## config.mk

```make
export PLATFORM = sky130hd
export DESIGN_NAME = password_fsm
export DESIGN_NICKNAME = d
export VERILOG_FILES = /design/src/rtl/password_fsm.sv
export SDC_FILE = /design/constraint.sdc
export NUM_CORES = 1
export LEC_CHECK = 0
export CORE_MARGIN = 2
export CORE_UTILIZATION = 35
export DETAILED_ROUTE_END_ITERATION = 8
export DONT_BUFFER_PORTS = 1
export PLACE_DENSITY_LB_ADDON = 0.05
export RECOVER_POWER = 50
export SETUP_SLACK_MARGIN = 0.5
export SYNTH_ARGS = -nofsm -noshare
export SYNTH_HDL_FRONTEND = slang
export SYNTH_SLANG_ARGS = --single-unit
```

## constraint.sdc

```tcl
create_clock -name clk -period 4.3 [get_ports clk]
set_input_delay 0.215 -clock clk [delete_from_list [all_inputs] [get_ports clk]]
set_output_delay 0.215 -clock clk [all_outputs]
set_load 0.1 [all_outputs]
```

## src/rtl/password_fsm.sv

```systemverilog
// password_fsm
//   Password-entry controller for the gated memory path. Shifts in DIGITS
//   keypad digits, compares them against PASSWORD, then either opens an
//   access window (GRANT) or counts a failure. After MAX_TRIES consecutive
//   failures it enters a timed lockout (LOCK). Both windows are timed in
//   tick_in pulses.
// Ports
//   clk, rst        : clock, synchronous active-high reset
//   tick_in         : one-cycle timebase pulse
//   digit_valid     : one-cycle strobe, digit holds a keypress
//   digit           : keypad digit value
//   clear           : abort entry / log out of GRANT
//   access_granted  : high for the whole GRANT state
//   locked          : high for the whole LOCK state
//   fail_pulse      : one-cycle pulse per wrong code
//   entry_count     : digits accepted in the current entry
//   tries_left      : remaining attempts before lockout
// All outputs come straight from flops.
module password_fsm #(
   parameter int                      DIGITS      = 4,
   parameter int                      DIGIT_W     = 4,
   parameter logic [DIGITS*DIGIT_W-1:0] PASSWORD  = 16'h1947,
   parameter int                      MAX_TRIES   = 3,
   parameter int                      GRANT_TICKS = 4,
   parameter int                      LOCK_TICKS  = 8
) (
   input  logic                               clk,
   input  logic                               rst,
   input  logic                               tick_in,
   input  logic                               digit_valid,
   input  logic [DIGIT_W-1:0]                 digit,
   input  logic                               clear,
   output logic                               access_granted,
   output logic                               locked,
   output logic                               fail_pulse,
   output logic [$clog2(DIGITS+1)-1:0]        entry_count,
   output logic [$clog2(MAX_TRIES+1)-1:0]     tries_left
);

   localparam int CODE_W  = DIGITS * DIGIT_W;
   localparam int CNT_W   = $clog2(DIGITS + 1);
   localparam int TRY_W   = $clog2(MAX_TRIES + 1);
   localparam int MAX_TK  = (GRANT_TICKS > LOCK_TICKS) ? GRANT_TICKS : LOCK_TICKS;
   localparam int TICK_W  = $clog2(MAX_TK + 1);

   typedef enum logic [1:0] {
      S_ENTRY = 2'd0,
      S_CHECK = 2'd1,
      S_GRANT = 2'd2,
      S_LOCK  = 2'd3
   } state_t;

   state_t              state_q, state_d;
   logic [CODE_W-1:0]   shift_q, shift_d;
   logic [CNT_W-1:0]    entry_count_q, entry_count_d;
   logic [TRY_W-1:0]    tries_left_q, tries_left_d;
   logic [TICK_W-1:0]   tick_cnt_q, tick_cnt_d;
   logic                access_granted_q, access_granted_d;
   logic                locked_q, locked_d;
   logic                fail_pulse_q, fail_pulse_d;

   always_comb begin
      state_d          = state_q;
      shift_d          = shift_q;
      entry_count_d    = entry_count_q;
      tries_left_d     = tries_left_q;
      tick_cnt_d       = tick_cnt_q;
      fail_pulse_d     = 1'b0;

      unique case (state_q)
         S_ENTRY: begin
            if (clear) begin
               entry_count_d = '0;
               shift_d       = '0;
            end else if (digit_valid) begin
               // first digit ends up in the MSBs after DIGITS shifts
               shift_d       = (shift_q << DIGIT_W) | CODE_W'(digit);
               entry_count_d = entry_count_q + CNT_W'(1);
               if (entry_count_q == CNT_W'(DIGITS - 1))
                  state_d = S_CHECK;
            end
         end

         S_CHECK: begin
            entry_count_d = '0;
            tick_cnt_d    = '0;
            if (shift_q == PASSWORD) begin
               state_d      = S_GRANT;
               tries_left_d = TRY_W'(MAX_TRIES);
            end else begin
               fail_pulse_d = 1'b1;
               tries_left_d = tries_left_q - TRY_W'(1);
               state_d      = (tries_left_q == TRY_W'(1)) ? S_LOCK : S_ENTRY;
            end
         end

         S_GRANT: begin
            // logout wins over a coincident tick
            if (clear) begin
               state_d = S_ENTRY;
            end else if (tick_in) begin
               if (tick_cnt_q == TICK_W'(GRANT_TICKS - 1))
                  state_d = S_ENTRY;
               else
                  tick_cnt_d = tick_cnt_q + TICK_W'(1);
            end
         end

         S_LOCK: begin
            if (tick_in) begin
               if (tick_cnt_q == TICK_W'(LOCK_TICKS - 1)) begin
                  state_d      = S_ENTRY;
                  tries_left_d = TRY_W'(MAX_TRIES);
               end else begin
                  tick_cnt_d = tick_cnt_q + TICK_W'(1);
               end
            end
         end

         default: state_d = S_ENTRY;
      endcase

      // leaving CHECK starts a fresh entry
      if (state_q == S_CHECK)
         shift_d = '0;

      access_granted_d = (state_d == S_GRANT);
      locked_d         = (state_d == S_LOCK);
   end

   always_ff @(posedge clk) begin
      if (rst) begin
         state_q          <= S_ENTRY;
         shift_q          <= '0;
         entry_count_q    <= '0;
         tries_left_q     <= TRY_W'(MAX_TRIES);
         tick_cnt_q       <= '0;
         access_granted_q <= 1'b0;
         locked_q         <= 1'b0;
         fail_pulse_q     <= 1'b0;
      end else begin
         state_q          <= state_d;
         shift_q          <= shift_d;
         entry_count_q    <= entry_count_d;
         tries_left_q     <= tries_left_d;
         tick_cnt_q       <= tick_cnt_d;
         access_granted_q <= access_granted_d;
         locked_q         <= locked_d;
         fail_pulse_q     <= fail_pulse_d;
      end
   end

   assign access_granted = access_granted_q;
   assign locked         = locked_q;
   assign fail_pulse     = fail_pulse_q;
   assign entry_count    = entry_count_q;
   assign tries_left     = tries_left_q;

endmodule

```

==> results of run 1 <==
-- power breakdown --
group	internal, mW	switching, mW
clock	0.170	0.108
combinational	0.00579	0.0144
sequential	0.281	0.0103
-- logic make-up after synthesis --
kind of cell	synth area share
flops	0.446
compound gates	0.198
buf+inv	0.0493
simple gates	0.263
xor+xnor	0.00651
fa+ha+maj	0.0372
-- synth_stat cells (all sizes together) (2+ instances only) --
cell type / count
o21ai: 4
buf: 5
ha: 4
a21oi: 25
dfxtp: 30
nand4b: 2
a21boi: 2
nor2b: 4
or4b: 2
a211oi: 2
or3: 3
clkbuf: 5
nor2: 2
nand2: 19
nand3: 20
nand2b: 4
o41ai: 3
inv: 5
-- per-layer routing --
layer,part of all wire,GRT usage,vias to the layer above
li1,-,-,565
met1,0.50,0.201,539
met2,0.44,0.247,19
met3,0.047,0.0426,4
met4,0.014,0.0689,0
met5,0,0,-
-- timing repair --
item,CTS,global route
endpoints found under the hold margin,3,0
hold buffers,1,0
gates resized for setup,0,0
-- sequential cells by signal, summed over array words and instances (netlist names) --
register / count
tick_cnt_q: 4
state_q: 2
locked: 1
access_granted: 1
shift_q: 16
entry_count: 3
tries_left: 2
fail_pulse: 1
-- final cells by class --
class | instances | area, um2
multi-input combinational | 111 | 659
sequential | 30 | 601
clock inverter | 3 | 40.0
inverter | 6 | 22.5
tap | 48 | 60.1
timing repair buffer | 2 | 17.5
fill | 384 | 2220
clock buffer | 5 | 68.8
-- metrics by stage --
step,util,total power [mW]
2_1_floorplan,-,0.314
3_3_place_gp,0.371,0.316
3_5_place_dp,0.371,0.317
4_1_cts,0.404,0.599
5_1_grt,0.398,0.615
6_report,0.398,0.591
-- worst paths after layout --
path              cells after the start                   startpoint                           to
setup / recovery                      4  entry_count[0]$_SDFFE_PP0P_  entry_count[2]$_SDFFE_PP0P_
setup reg to reg                      4  entry_count[0]$_SDFFE_PP0P_  entry_count[2]$_SDFFE_PP0P_
hold / removal                        1                          rst            locked$_SDFF_PP0_
hold reg to reg                       2     shift_q[12]$_SDFFE_PP0P_     shift_q[12]$_SDFFE_PP0P_
==> report_table.html, run 1 <==
<table>
<tr><th>Metric</th><th>Value</th></tr>
<tr><th colspan="2">Run status</th></tr>
<tr><td>Result of the run</td><td>completed</td></tr>
<tr><th colspan="2">Pwr</th></tr>
<tr><td>Pwr Density</td><td>roughly 400 mW/mm2</td></tr>
<tr><td>Worst-case vdd ir drop</td><td>between 0.0001 and 0.00015 V</td></tr>
<tr><td>Leakage power summed over all cells</td><td>~0.5 nW</td></tr>
<tr><th colspan="2">Flow run</th></tr>
<tr><td>Max Cap Violations</td><td>0</td></tr>
<tr><th colspan="2">STA</th></tr>
<tr><td>Clock period minus worst slack</td><td>~2.1 ns</td></tr>
<tr><td>Upper clock frequency limit</td><td>a little under 500 MHz</td></tr>
<tr><td># setup viols final</td><td>0</td></tr>
<tr><td>Rel. slew slack</td><td>0.313</td></tr>
<tr><td>Final period utilization</td><td>0.479</td></tr>
<tr><td>Slew of the pin with the lowest slew margin</td><td>1.03 ns</td></tr>
<tr><td>RSZ-0062 raised after global routing</td><td>false</td></tr>
<tr><td>Final hold viol count</td><td>0</td></tr>
<tr><td>Final Max Slew Viols</td><td>0</td></tr>
<tr><td>Smallest setup slack after layout</td><td>between 2 and 2.5 ns</td></tr>
<tr><td>Clock skew</td><td>around 0.0045 ns</td></tr>
<tr><td>Worst hold margin</td><td>0.0263 ns</td></tr>
<tr><td>Setup_tns</td><td>0 ns</td></tr>
<tr><th colspan="2">Die</th></tr>
<tr><td>Boundary Pins</td><td>17</td></tr>
<tr><td>Floorplan die width</td><td>approximately 66 um</td></tr>
<tr><td>Starting density of the core</td><td>0.365</td></tr>
<tr><td>Rows</td><td>22</td></tr>
<tr><td>Total core area</td><td>between 0.003 and 0.004 mm2</td></tr>
<tr><td>Die area</td><td>roughly 0.0044 mm2</td></tr>
<tr><td>Die height</td><td>about 66 um</td></tr>
<tr><th colspan="2">Worst setup path</th></tr>
<tr><td>Capturing element type of the critical path</td><td>flop</td></tr>
<tr><td>Buf+Inv Stages, Crit Path</td><td>0</td></tr>
<tr><td>Worst EP required</td><td>4.51 ns</td></tr>
<tr><td>Max incr delay on CP</td><td>1.00 ns</td></tr>
<tr><td>Setup slack of the most critical reg-to-reg path</td><td>approximately 2.2 ns</td></tr>
<tr><td>Maximum fanout count along the critical path</td><td>4</td></tr>
<tr><td>Launching element type of the critical path</td><td>flop</td></tr>
<tr><td>Cell repeated most along the worst path</td><td>ha_1</td></tr>
<tr><td>CP Data Arrival Time</td><td>between 2 and 2.5 ns</td></tr>
<tr><td>Kind of cell with the highest combined delay on the critical path</td><td>flip-flops</td></tr>
<tr><td>Category of the critical setup timing path</td><td>reg -&gt; reg</td></tr>
<tr><td>Cell-by-cell listing of the critical path</td><td>ha_1 &gt; ha_1 &gt; or3_1 &gt; a21oi_1</td></tr>
<tr><td>Worst-path cell with the longest stage delay</td><td>dfxtp_1</td></tr>
<tr><th colspan="2">Yosys</th></tr>
<tr><td>Synthesized netlist net count</td><td>170</td></tr>
<tr><td>Gate count after technology mapping</td><td>approximately 160</td></tr>
<tr><td>Share of Yosys cell area claimed by the top area cell type</td><td>0.446</td></tr>
<tr><td>Synth async-reset ratio</td><td>0</td></tr>
<tr><td>Number of enable flip-flop cells after synthesis</td><td>0</td></tr>
<tr><td>Avg Synthesized Cell Area</td><td>8.58 um2</td></tr>
<tr><td>Post-synthesis instance area</td><td>0.00135 mm2</td></tr>
<tr><td>Most instantiated flip-flop cell in the synthesis netlist</td><td>dfxtp_1</td></tr>
<tr><td>Top cells by area, synth</td><td>dfxtp_1, a21oi_1, nand3_1</td></tr>
<tr><td>Library cell with the largest summed area after synthesis</td><td>dfxtp_1</td></tr>
<tr><td>Number of distinct library cells after synthesis</td><td>35</td></tr>
<tr><td>Number of warnings issued by yosys</td><td>0</td></tr>
<tr><td>Register bit total from synthesis</td><td>30</td></tr>
<tr><td>Sequential share of the synthesized area</td><td>0.446</td></tr>
<tr><th colspan="2">Layout</th></tr>
<tr><td>Diodes inserted</td><td>0</td></tr>
<tr><td>Top library cells by usage in the layout, fill and taps aside</td><td>dfxtp_1, a21oi_1, nand3_1, nand2_1</td></tr>
<tr><td>Post-layout net count</td><td>approximately 170</td></tr>
<tr><td>Synth-to-layout area growth</td><td>9.11%</td></tr>
<tr><td>Layout Cell Area excl Fill</td><td>~0.0015 mm2</td></tr>
<tr><td>Share of layout cells above drive strength 1</td><td>0.0701</td></tr>
<tr><td>Most common cell after layout, fill and taps aside</td><td>dfxtp_1</td></tr>
<tr><td>Fin cells</td><td>between 200 and 250</td></tr>
<tr><th colspan="2">Placement</th></tr>
<tr><td>I/O Buffers</td><td>0</td></tr>
<tr><td>Post-placement setup slack</td><td>roughly 2.2 ns</td></tr>
<tr><td>Final weighted congestion of routability-driven global placement</td><td>roughly 0.76</td></tr>
<tr><td>Placed wire-length estimate</td><td>2.01 mm</td></tr>
<tr><td>Placed cell areas</td><td>between 0.001 and 0.0015 mm2</td></tr>
<tr><td>Placed cell count</td><td>between 150 and 200</td></tr>
<tr><th colspan="2">Clock tree</th></tr>
<tr><td>Library cell used as clock root buffer</td><td>clkbuf_8</td></tr>
<tr><td>Post-CTS setup-driven buffer insertion count</td><td>0</td></tr>
<tr><td>Longest Clk Path Bufs</td><td>2</td></tr>
<tr><td>CTS tree</td><td>yes</td></tr>
<tr><td>Clk slew on worst S/H paths</td><td>approximately 0.06 ns</td></tr>
<tr><td>Clock buffers created by TritonCTS</td><td>5</td></tr>
<tr><td>Clock sink count</td><td>30</td></tr>
<tr><td>Clock latency reported for the late side of the worst-skew pair</td><td>0.28 ns</td></tr>
<tr><td>Maximum level of the CTS H-tree</td><td>2</td></tr>
<tr><th colspan="2">GRT</th></tr>
<tr><td>Global-route wire length before repair</td><td>approximately 5.2 mm</td></tr>
<tr><td>Via count of the first global-routing pass</td><td>~1200</td></tr>
<tr><td>GRT overflow</td><td>0</td></tr>
<tr><td>Global-route usage over all layers</td><td>0.157</td></tr>
<tr><td>Antenna violations before repair</td><td>0</td></tr>
<tr><td>Pin count of the biggest net entering global routing</td><td>20</td></tr>
<tr><th colspan="2">Drt</th></tr>
<tr><td>Vias</td><td>1127</td></tr>
<tr><td>Total wire length after detailed routing</td><td>3.00 mm</td></tr>
<tr><td>Final routed wire length divided by cell count</td><td>14.6 um</td></tr>
<tr><td>Total iterations of the first detailed-routing run</td><td>4</td></tr>
<tr><td>Via density</td><td>5.50</td></tr>
<tr><td>DRC Markers</td><td>0</td></tr>
<tr><td>Violation count after the first detailed-routing iteration</td><td>62</td></tr>
<tr><td>Residual antenna-violating net count after detailed routing</td><td>0</td></tr>
<tr><th colspan="2">Worst hold path</th></tr>
<tr><td>Hold/Removal Path Class</td><td>in -&gt; reg</td></tr>
</table>
No activity file was read; power rests on OpenSTA's default activity.
==> run 2, diff against run 1 <==
--- a/config.mk
+++ b/config.mk
@@ -5,6 +5,7 @@
 export SDC_FILE = /design/constraint.sdc
 export NUM_CORES = 1
 export LEC_CHECK = 0
+export ABC_AREA = 1
 export CORE_MARGIN = 2
 export CORE_UTILIZATION = 35
 export DETAILED_ROUTE_END_ITERATION = 8
==> constraint.sdc (replaced) <==
create_clock -name clk -period 1.8 [get_ports clk]
set_input_delay 0.09 -clock clk [delete_from_list [all_inputs] [get_ports clk]]
set_output_delay 0.09 -clock clk [all_outputs]
set_load 0.1 [all_outputs]
==> report_table.html, run 2 <==
<table>
<tr><th>Metric</th><th>Value</th></tr>
<tr><th colspan="2">Clock tree</th></tr>
<tr><td>Clk slew on worst S/H paths</td><td>roughly 0.06 ns</td></tr>
<tr><td>Clock buffers created by TritonCTS</td><td>5</td></tr>
<tr><td>Library cell used as clock root buffer</td><td>clkbuf_8</td></tr>
<tr><td>Clock sink count</td><td>30</td></tr>
<tr><td>CTS tree</td><td>yes</td></tr>
<tr><td>Count of hold buffers inserted by post-cts repair</td><td>4</td></tr>
<tr><td>Longest Clk Path Bufs</td><td>2</td></tr>
<tr><td>Clock latency reported for the late side of the worst-skew pair</td><td>0.28 ns</td></tr>
<tr><td>Maximum level of the CTS H-tree</td><td>2</td></tr>
<tr><th colspan="2">GRT</th></tr>
<tr><td>Global-route wire length before repair</td><td>around 5.3 mm</td></tr>
<tr><td>Via count of the first global-routing pass</td><td>1288</td></tr>
<tr><td>GRT overflow</td><td>0</td></tr>
<tr><td>Antenna violations before repair</td><td>0</td></tr>
<tr><td>Pin count of the biggest net entering global routing</td><td>17</td></tr>
<tr><td>Global-route usage over all layers</td><td>0.158</td></tr>
<tr><th colspan="2">Worst setup path</th></tr>
<tr><td>Cell-by-cell listing of the critical path</td><td>inv_1 &gt; nand2_1 &gt; o21ai_1 &gt; nor2_1 &gt; nand2_1 &gt; o21ai_0 &gt; nor2_1</td></tr>
<tr><td>Maximum fanout count along the critical path</td><td>7</td></tr>
<tr><td>Origin of the critical flop-to-flop path</td><td>state_q[1]$_SDFF_PP0_</td></tr>
<tr><td>Setup slack of the most critical reg-to-reg path</td><td>0.46 ns</td></tr>
<tr><td>Buf+Inv Stages, Crit Path</td><td>1</td></tr>
<tr><td>Endpoint of the worst-slack reg-to-reg timing path</td><td>tick_cnt_q[0]$_SDFFE_PP0P_</td></tr>
<tr><td>Max incr delay on CP</td><td>approximately 0.46 ns</td></tr>
<tr><td>Worst EP required</td><td>1.97 ns</td></tr>
<tr><td>Number of cells on the worst reg-to-reg path</td><td>7</td></tr>
<tr><td>Category of the critical setup timing path</td><td>reg -&gt; reg</td></tr>
<tr><td>CP Data Arrival Time</td><td>1.51 ns</td></tr>
<tr><td>Kind of cell with the highest combined delay on the critical path</td><td>flip-flops</td></tr>
<tr><td>Capturing element type of the critical path</td><td>flop</td></tr>
<tr><td>Launching element type of the critical path</td><td>flop</td></tr>
<tr><td>Worst-path cell with the longest stage delay</td><td>dfxtp_1</td></tr>
<tr><th colspan="2">Die</th></tr>
<tr><td>Starting density of the core</td><td>0.370</td></tr>
<tr><td>Floorplan die width</td><td>~67 um</td></tr>
<tr><td>Die height</td><td>~67 um</td></tr>
<tr><td>Boundary Pins</td><td>17</td></tr>
<tr><td>Total core area</td><td>between 0.003 and 0.004 mm2</td></tr>
<tr><td>Rows</td><td>22</td></tr>
<tr><td>Die area</td><td>about 0.0045 mm2</td></tr>
<tr><th colspan="2">Yosys</th></tr>
<tr><td>Fraction of synthesized cell area in xor and xnor cells</td><td>0</td></tr>
<tr><td>Number of enable flip-flop cells after synthesis</td><td>0</td></tr>
<tr><td>Number of distinct library cells after synthesis</td><td>19</td></tr>
<tr><td>Synth async-reset ratio</td><td>0</td></tr>
<tr><td>Number of warnings issued by yosys</td><td>0</td></tr>
<tr><td>Share of Yosys cell area claimed by the top area cell type</td><td>0.434</td></tr>
<tr><td>Adder-cell share of the synthesized area</td><td>0.0362</td></tr>
<tr><td>Synthesized netlist net count</td><td>220</td></tr>
<tr><td>Multiplexer area fraction after synthesis</td><td>0</td></tr>
<tr><td>Top cells by area, synth</td><td>dfxtp_1, nand2_1, a21oi_1</td></tr>
<tr><td>Post-synthesis instance area</td><td>around 0.0014 mm2</td></tr>
<tr><td>Register bit total from synthesis</td><td>30</td></tr>
<tr><td>Area fraction in compound gates after synthesis</td><td>0.116</td></tr>
<tr><td>Gate count after technology mapping</td><td>approximately 210</td></tr>
<tr><td>Avg Synthesized Cell Area</td><td>roughly 6.7 um2</td></tr>
<tr><td>Most instantiated cells after synthesis</td><td>nand2_1, dfxtp_1, nor2_1, a21oi_1, inv_1</td></tr>
<tr><td>Dominant combinational cell family by area after synthesis</td><td>simple AND/OR/NAND/NOR gates</td></tr>
<tr><td>Sequential share of the synthesized area</td><td>0.434</td></tr>
<tr><td>Library cell with the largest summed area after synthesis</td><td>dfxtp_1</td></tr>
<tr><td>Most instantiated flip-flop cell in the synthesis netlist</td><td>dfxtp_1</td></tr>
<tr><td>Area share of and/or/nand/nor cells after synthesis</td><td>0.326</td></tr>
<tr><td>Most numerous cell in the Yosys netlist</td><td>nand2_1</td></tr>
<tr><th colspan="2">STA</th></tr>
<tr><td>Final Max Slew Viols</td><td>0</td></tr>
<tr><td>Final hold viol count</td><td>8</td></tr>
<tr><td>Setup_tns</td><td>0 ns</td></tr>
<tr><td>RSZ-0062 raised after global routing</td><td>true</td></tr>
<tr><td>Slew of the pin with the lowest slew margin</td><td>roughly 0.57 ns</td></tr>
<tr><td>Upper clock frequency limit</td><td>~740 MHz</td></tr>
<tr><td># setup viols final</td><td>0</td></tr>
<tr><td>Clock period minus worst slack</td><td>1.34 ns</td></tr>
<tr><td>Rel. slew slack</td><td>0.620</td></tr>
<tr><td>Worst hold margin</td><td>-0.135 ns</td></tr>
<tr><td>Final period utilization</td><td>0.746</td></tr>
<tr><td>Clock skew</td><td>roughly 0.0086 ns</td></tr>
<tr><th colspan="2">Layout</th></tr>
<tr><td>Most common cell after layout, fill and taps aside</td><td>nand2_1</td></tr>
<tr><td>Synth-to-layout area growth</td><td>20.7%</td></tr>
<tr><td>Fin cells</td><td>roughly 270</td></tr>
<tr><td>Flip-flop count of the largest register, all copies and words added</td><td>16</td></tr>
<tr><td>Share of layout cells above drive strength 1</td><td>0.160</td></tr>
<tr><td>Diodes inserted</td><td>0</td></tr>
<tr><td>Post-layout net count</td><td>~240</td></tr>
<tr><td>Number of fill cells</td><td>~400</td></tr>
<tr><td>Top library cells by usage in the layout, fill and taps aside</td><td>nand2_1, a21oi_1, nor2_1, inv_1, dfxtp_1</td></tr>
<tr><td>Largest Register</td><td>shift_q</td></tr>
<tr><th colspan="2">Placement</th></tr>
<tr><td>I/O Buffers</td><td>0</td></tr>
<tr><td>Final weighted congestion of routability-driven global placement</td><td>~0.85</td></tr>
<tr><td>Placed wire-length estimate</td><td>2.15 mm</td></tr>
<tr><td>Placed cell count</td><td>between 200 and 300</td></tr>
<tr><th colspan="2">Pwr</th></tr>
<tr><td>Pwr Density</td><td>approximately 760 mW/mm2</td></tr>
<tr><td>Worst-case vdd ir drop</td><td>between 0.0003 and 0.0004 V</td></tr>
<tr><td>Leakage power summed over all cells</td><td>0.689 nW</td></tr>
<tr><th colspan="2">Drt</th></tr>
<tr><td>Routed length on met2</td><td>around 1.6 mm</td></tr>
<tr><td>Total iterations of the first detailed-routing run</td><td>4</td></tr>
<tr><td>Total wire length after detailed routing</td><td>~3.2 mm</td></tr>
<tr><td>Via density</td><td>4.85</td></tr>
<tr><td>Met1 Routed Length</td><td>1.38 mm</td></tr>
<tr><td>Topmost layer with routed signal wires</td><td>met4</td></tr>
<tr><td>Final routed wire length divided by cell count</td><td>approximately 12 um</td></tr>
<tr><td>Vias</td><td>1325</td></tr>
<tr><td>Violation count after the first detailed-routing iteration</td><td>70</td></tr>
<tr><td>DRC Markers</td><td>0</td></tr>
<tr><td>Met3 Routed Length</td><td>between 100 and 150 um</td></tr>
<tr><td>Residual antenna-violating net count after detailed routing</td><td>0</td></tr>
<tr><th colspan="2">Worst hold path</th></tr>
<tr><td>Hold Path Cell Cnt</td><td>1</td></tr>
<tr><td>Worst Hold End</td><td>tick_cnt_q[2]$_SDFFE_PP0P_</td></tr>
<tr><td>Hold/Removal Path Class</td><td>in -&gt; reg</td></tr>
<tr><td>HP Start</td><td>rst</td></tr>
<tr><th colspan="2">Run status</th></tr>
<tr><td>Violated checks</td><td>negative hold slack</td></tr>
<tr><td>Result of the run</td><td>finished with violations</td></tr>
<tr><th colspan="2">Flow run</th></tr>
<tr><td>Max Cap Violations</td><td>0</td></tr>
</table>
==> run 2: changes by cell type after synthesis, sizes merged, moves of 3 or more <==
cell,previous run,this run
or3,3,0
o41ai,3,0
nor2b,4,0
nand2b,4,0
inv,5,23
nor2,2,29
clkbuf,5,0
nand3,20,9
nand2,19,73
==> run 2: where the power goes <==
group | internal [mW] | leakage [nW] | switching (mW) | total, mW
Clock | 0.302 | 0.0443 | 0.226 | 0.528
Combinational | 0.0251 | 0.398 | 0.0498 | 0.0749
Sequential | 0.663 | 0.246 | 0.00425 | 0.667
==> run 2: routing by layer <==
layer | track usage | up-vias
met2 | 0.289 | 29
li1 | - | 685
met4 | 0.0791 | 0
met1 | 0.162 | 603
met5 | 0 | -
met3 | 0.0490 | 8
==> run 2: layout make-up <==
class                   instances  area, um2  area share
clock buffers                   7       86.3      0.0517
well taps                      48       60.1      0.0360
repair buffers                 16        125      0.0749
inverters                      23       88.8      0.0532
flip-flops and latches         30        623       0.373
multi-input cells             149        687       0.411
==> run 2: how the worst max path moves through the flow <==
stage	cells past startpoint	end	slack, ns	from
6_report	7	tick_cnt_q[0]$_SDFFE_PP0P_	0.46	state_q[1]$_SDFF_PP0_
3_5_place_dp	6	tries_left[1]$_SDFFE_PP1P_	0.43	tick_cnt_q[0]$_SDFFE_PP0P_
2_1_floorplan	5	entry_count[2]$_SDFFE_PP0P_	0.42	entry_count[2]$_SDFFE_PP0P_
5_1_grt	6	shift_q[11]$_SDFFE_PP0P_	0.29	state_q[1]$_SDFF_PP0_
4_1_cts	8	state_q[1]$_SDFF_PP0_	0.49	tick_cnt_q[0]$_SDFFE_PP0P_
3_3_place_gp	8	state_q[1]$_SDFF_PP0_	0.44	tick_cnt_q[0]$_SDFFE_PP0P_
==> run 2: kinds of logic (layout without fill, tap and decap cells) <==
family / Yosys count / in the layout
DFF: 30 / 30
AOI/OAI and AO/OA: 31 / 31
and+or+nand+nor: 114 / 114
buffers and inverters: 28 / 46
adders and majority gates: 4 / 4
==> run 2: per-stage QoR <==
stage	area [um2]	utilization	hold WS [ns]	power (mW)	setup WS [ns]
after global placement	1490	0.397	0.157	0.742	0.443
final	1670	0.446	-0.135	1.27	0.457
after detailed placement	1490	0.397	0.159	0.744	0.429
after global routing	1670	0.446	-0.147	1.33	0.290
after floorplan	1400	-	0.234	0.736	0.419
after CTS	1670	0.446	-0.138	1.30	0.492
==> run 2: what timing repair did <==
item,in CTS,in global routing
resized for setup,5,17
endpoints found under the hold margin,12,8
setup endpoints to repair,23,28
pin swaps,0,3
buffers inserted,3,1
==> run 2: worst register-to-register path: stages (launching register included) <==
cell     delay [ns]
dfxtp_1        0.46
inv_1          0.17
nand2_1        0.09
o21ai_1        0.06
nor2_1         0.14
nand2_1        0.11
o21ai_0        0.15
nor2_1         0.05
==> run 3, diff against run 2 <==
--- a/config.mk
+++ b/config.mk
@@ -5,7 +5,7 @@
 export SDC_FILE = /design/constraint.sdc
 export NUM_CORES = 1
 export LEC_CHECK = 0
-export ABC_AREA = 1
+export ABC_AREA = 0
 export CORE_MARGIN = 2
 export CORE_UTILIZATION = 35
 export DETAILED_ROUTE_END_ITERATION = 8
==> constraint.sdc (replaced) <==
create_clock -name clk -period 1.2 [get_ports clk]
set_input_delay 0.06 -clock clk [delete_from_list [all_inputs] [get_ports clk]]
set_output_delay 0.06 -clock clk [all_outputs]
set_load 0.1 [all_outputs]
==> report_table.html, run 3 (same netlist as run 1, synthesis figures left out) <==
<table>
<tr><th>Metric</th><th>Value</th></tr>
<tr><th colspan="2">Run status</th></tr>
<tr><td>Result of the run</td><td>finished with violations</td></tr>
<tr><td>Violated checks</td><td>negative hold slack, negative setup slack</td></tr>
<tr><th colspan="2">Flow run</th></tr>
<tr><td>Max Cap Violations</td><td>0</td></tr>
<tr><th colspan="2">Layout</th></tr>
<tr><td>Layout Cell Area excl Fill</td><td>slightly above 0.002 mm2</td></tr>
<tr><td>Sequential cell area</td><td>629 um2</td></tr>
<tr><td>Finished Core Util</td><td>0.550</td></tr>
<tr><td>Top library cells by usage in the layout, fill and taps aside</td><td>buf_4, a21oi_1, nand2_1, dfxtp_1, nand3_2</td></tr>
<tr><td>Number of fill cells</td><td>~350</td></tr>
<tr><td>Largest Register</td><td>shift_q</td></tr>
<tr><td>Most common cell after layout, fill and taps aside</td><td>buf_4</td></tr>
<tr><td>Diodes inserted</td><td>0</td></tr>
<tr><td>Post-layout net count</td><td>about 210</td></tr>
<tr><td>Synth-to-layout area growth</td><td>50.7%</td></tr>
<tr><td>Multi-input gate area in the final layout</td><td>a little over 800 um2</td></tr>
<tr><td>Flip-flop count of the largest register, all copies and words added</td><td>16</td></tr>
<tr><td>Share of layout cells above drive strength 1</td><td>0.432</td></tr>
<tr><th colspan="2">GRT</th></tr>
<tr><td>Global-route wire length before repair</td><td>6.11 mm</td></tr>
<tr><td>Pin count of the biggest net entering global routing</td><td>18</td></tr>
<tr><td>Global-route usage over all layers</td><td>0.187</td></tr>
<tr><td>Via count of the first global-routing pass</td><td>approximately 1300</td></tr>
<tr><td>Antenna violations before repair</td><td>0</td></tr>
<tr><td>GRT overflow</td><td>0</td></tr>
<tr><th colspan="2">STA</th></tr>
<tr><td>Smallest setup slack after layout</td><td>-0.413 ns</td></tr>
<tr><td>Rel. slew slack</td><td>0.661</td></tr>
<tr><td>Clock period minus worst slack</td><td>1.61 ns</td></tr>
<tr><td>Worst hold margin</td><td>-0.163 ns</td></tr>
<tr><td>Slew of the pin with the lowest slew margin</td><td>~0.5 ns</td></tr>
<tr><td>Upper clock frequency limit</td><td>between 600 and 700 MHz</td></tr>
<tr><td>Final hold viol count</td><td>13</td></tr>
<tr><td>Final period utilization</td><td>1.34</td></tr>
<tr><td># setup viols final</td><td>30</td></tr>
<tr><td>Clock skew</td><td>between 0.007 and 0.008 ns</td></tr>
<tr><td>RSZ-0062 raised after global routing</td><td>true</td></tr>
<tr><td>Final Max Slew Viols</td><td>0</td></tr>
<tr><th colspan="2">Die</th></tr>
<tr><td>Starting density of the core</td><td>0.365</td></tr>
<tr><td>Boundary Pins</td><td>17</td></tr>
<tr><td>Die area</td><td>roughly 0.0044 mm2</td></tr>
<tr><td>Total core area</td><td>~0.0037 mm2</td></tr>
<tr><td>Die height</td><td>around 66 um</td></tr>
<tr><td>Floorplan die width</td><td>66.0 um</td></tr>
<tr><td>Rows</td><td>22</td></tr>
<tr><th colspan="2">Worst setup path</th></tr>
<tr><td>Capturing element type of the critical path</td><td>flop</td></tr>
<tr><td>CP Data Arrival Time</td><td>~1.8 ns</td></tr>
<tr><td>Maximum fanout count along the critical path</td><td>5</td></tr>
<tr><td>Buf+Inv Stages, Crit Path</td><td>0</td></tr>
<tr><td>Cell-by-cell listing of the critical path</td><td>or4b_4 &gt; nor4_4 &gt; nor3_4 &gt; a21o_1</td></tr>
<tr><td>Category of the critical setup timing path</td><td>reg -&gt; reg</td></tr>
<tr><td>Max incr delay on CP</td><td>~0.54 ns</td></tr>
<tr><td>Launching element type of the critical path</td><td>flop</td></tr>
<tr><td>Worst-path cell with the longest stage delay</td><td>or4b_4</td></tr>
<tr><td>Worst EP required</td><td>about 1.4 ns</td></tr>
<tr><td>Kind of cell with the highest combined delay on the critical path</td><td>simple AND/OR/NAND/NOR gates</td></tr>
<tr><th colspan="2">Drt</th></tr>
<tr><td>Total iterations of the first detailed-routing run</td><td>4</td></tr>
<tr><td>DRC Markers</td><td>0</td></tr>
<tr><td>Violation count after the first detailed-routing iteration</td><td>56</td></tr>
<tr><td>Total wire length after detailed routing</td><td>about 3.3 mm</td></tr>
<tr><td>Via density</td><td>5.15</td></tr>
<tr><td>Final routed wire length divided by cell count</td><td>between 10 and 15 um</td></tr>
<tr><td>Residual antenna-violating net count after detailed routing</td><td>0</td></tr>
<tr><td>Vias</td><td>about 1300</td></tr>
<tr><th colspan="2">Pwr</th></tr>
<tr><td>Sw frac</td><td>0.248</td></tr>
<tr><td>Relative contribution of combinational cells to total power</td><td>0.084</td></tr>
<tr><td>Pwr Density</td><td>between 900 and 1000 mW/mm2</td></tr>
<tr><td>Leakage power summed over all cells</td><td>around 0.75 nW</td></tr>
<tr><td>Total power draw</td><td>between 1.5 and 2 mW</td></tr>
<tr><td>Clock network fraction of design power</td><td>0.398</td></tr>
<tr><td>Int Pwr</td><td>approximately 1.5 mW</td></tr>
<tr><td>Worst-case vdd ir drop</td><td>0.000770 V</td></tr>
<tr><td>Sw Pwr</td><td>0.482 mW</td></tr>
<tr><td>Share of power burned in registers</td><td>0.518</td></tr>
<tr><th colspan="2">Clock tree</th></tr>
<tr><td>Clock latency reported for the late side of the worst-skew pair</td><td>~0.28 ns</td></tr>
<tr><td>Clock sink count</td><td>30</td></tr>
<tr><td>Clk slew on worst S/H paths</td><td>0.07 ns</td></tr>
<tr><td>Count of hold buffers inserted by post-cts repair</td><td>4</td></tr>
<tr><td>Longest Clk Path Bufs</td><td>2</td></tr>
<tr><td>Maximum level of the CTS H-tree</td><td>2</td></tr>
<tr><td>Library cell used as clock root buffer</td><td>clkbuf_8</td></tr>
<tr><td>Clock buffers created by TritonCTS</td><td>5</td></tr>
<tr><td>CTS tree</td><td>yes</td></tr>
<tr><th colspan="2">Placement</th></tr>
<tr><td>I/O Buffers</td><td>0</td></tr>
<tr><td>Post-placement setup slack</td><td>-0.410 ns</td></tr>
<tr><td>Final weighted congestion of routability-driven global placement</td><td>just under 0.8</td></tr>
<tr><td>Placed wire-length estimate</td><td>approximately 2.4 mm</td></tr>
<tr><td>Placed cell areas</td><td>about 0.0018 mm2</td></tr>
<tr><th colspan="2">Worst hold path</th></tr>
<tr><td>Hold/Removal Path Class</td><td>in -&gt; reg</td></tr>
</table>
[run 3: final timing paths]
| path | from | endpoint | slack, ns | cells past startpoint |
|---|---|---|---|---|
| setup / recovery | shift_q[5]$_SDFFE_PP0P_ | state_q[0]$_SDFF_PP0_ | -0.41 | 4 |
| hold / removal | rst | entry_count[2]$_SDFFE_PP0P_ | -0.16 | 1 |
| setup reg to reg | shift_q[5]$_SDFFE_PP0P_ | state_q[0]$_SDFF_PP0_ | -0.41 | 4 |
| hold reg to reg | shift_q[13]$_SDFFE_PP0P_ | shift_q[13]$_SDFFE_PP0P_ | 0.46 | 2 |
[run 3: area by class of cell]
cell class | count | area share
multi-input cells | 111 | 0.408
flip-flops and latches | 30 | 0.310
repair buffers | 44 | 0.199
clock buffers | 5 | 0.0339
well taps | 48 | 0.0296
inverters | 6 | 0.0111
clock inverters | 3 | 0.00802
[run 3: metal layers]
layer / track usage / wire [um]
met5: 0 / 0
met1: 0.244 / 1640
met3: 0.0818 / 116
met4: 0.0383 / 0
met2: 0.285 / 1570
[run 3: per-stage QoR]
step / setup TNS [ns] / cells
after floorplan: -2.40 / 157
after global placement: -4.89 / 234
after detailed placement: -5.38 / 234
after CTS: -6.23 / 247
after global routing: -9.32 / 247
final: -6.45 / 247
[run 3: power groups by stage]
stage	clock network, mW	logic, mW	registers, mW
after detailed placement	0	0.151	1.03
final	0.773	0.162	1.00
after global routing	0.860	0.177	1.00
after global placement	0	0.148	1.03
after CTS	0.815	0.172	1.01
after floorplan	0	0.0889	1.06
[run 3: what timing repair did]
action                     4_1_cts  5_1_grt
resized for setup               20        2
pin swaps                        2        2
hold endpoints to repair        17       13
buffers inserted                 1        0
setup endpoints to repair       38       38
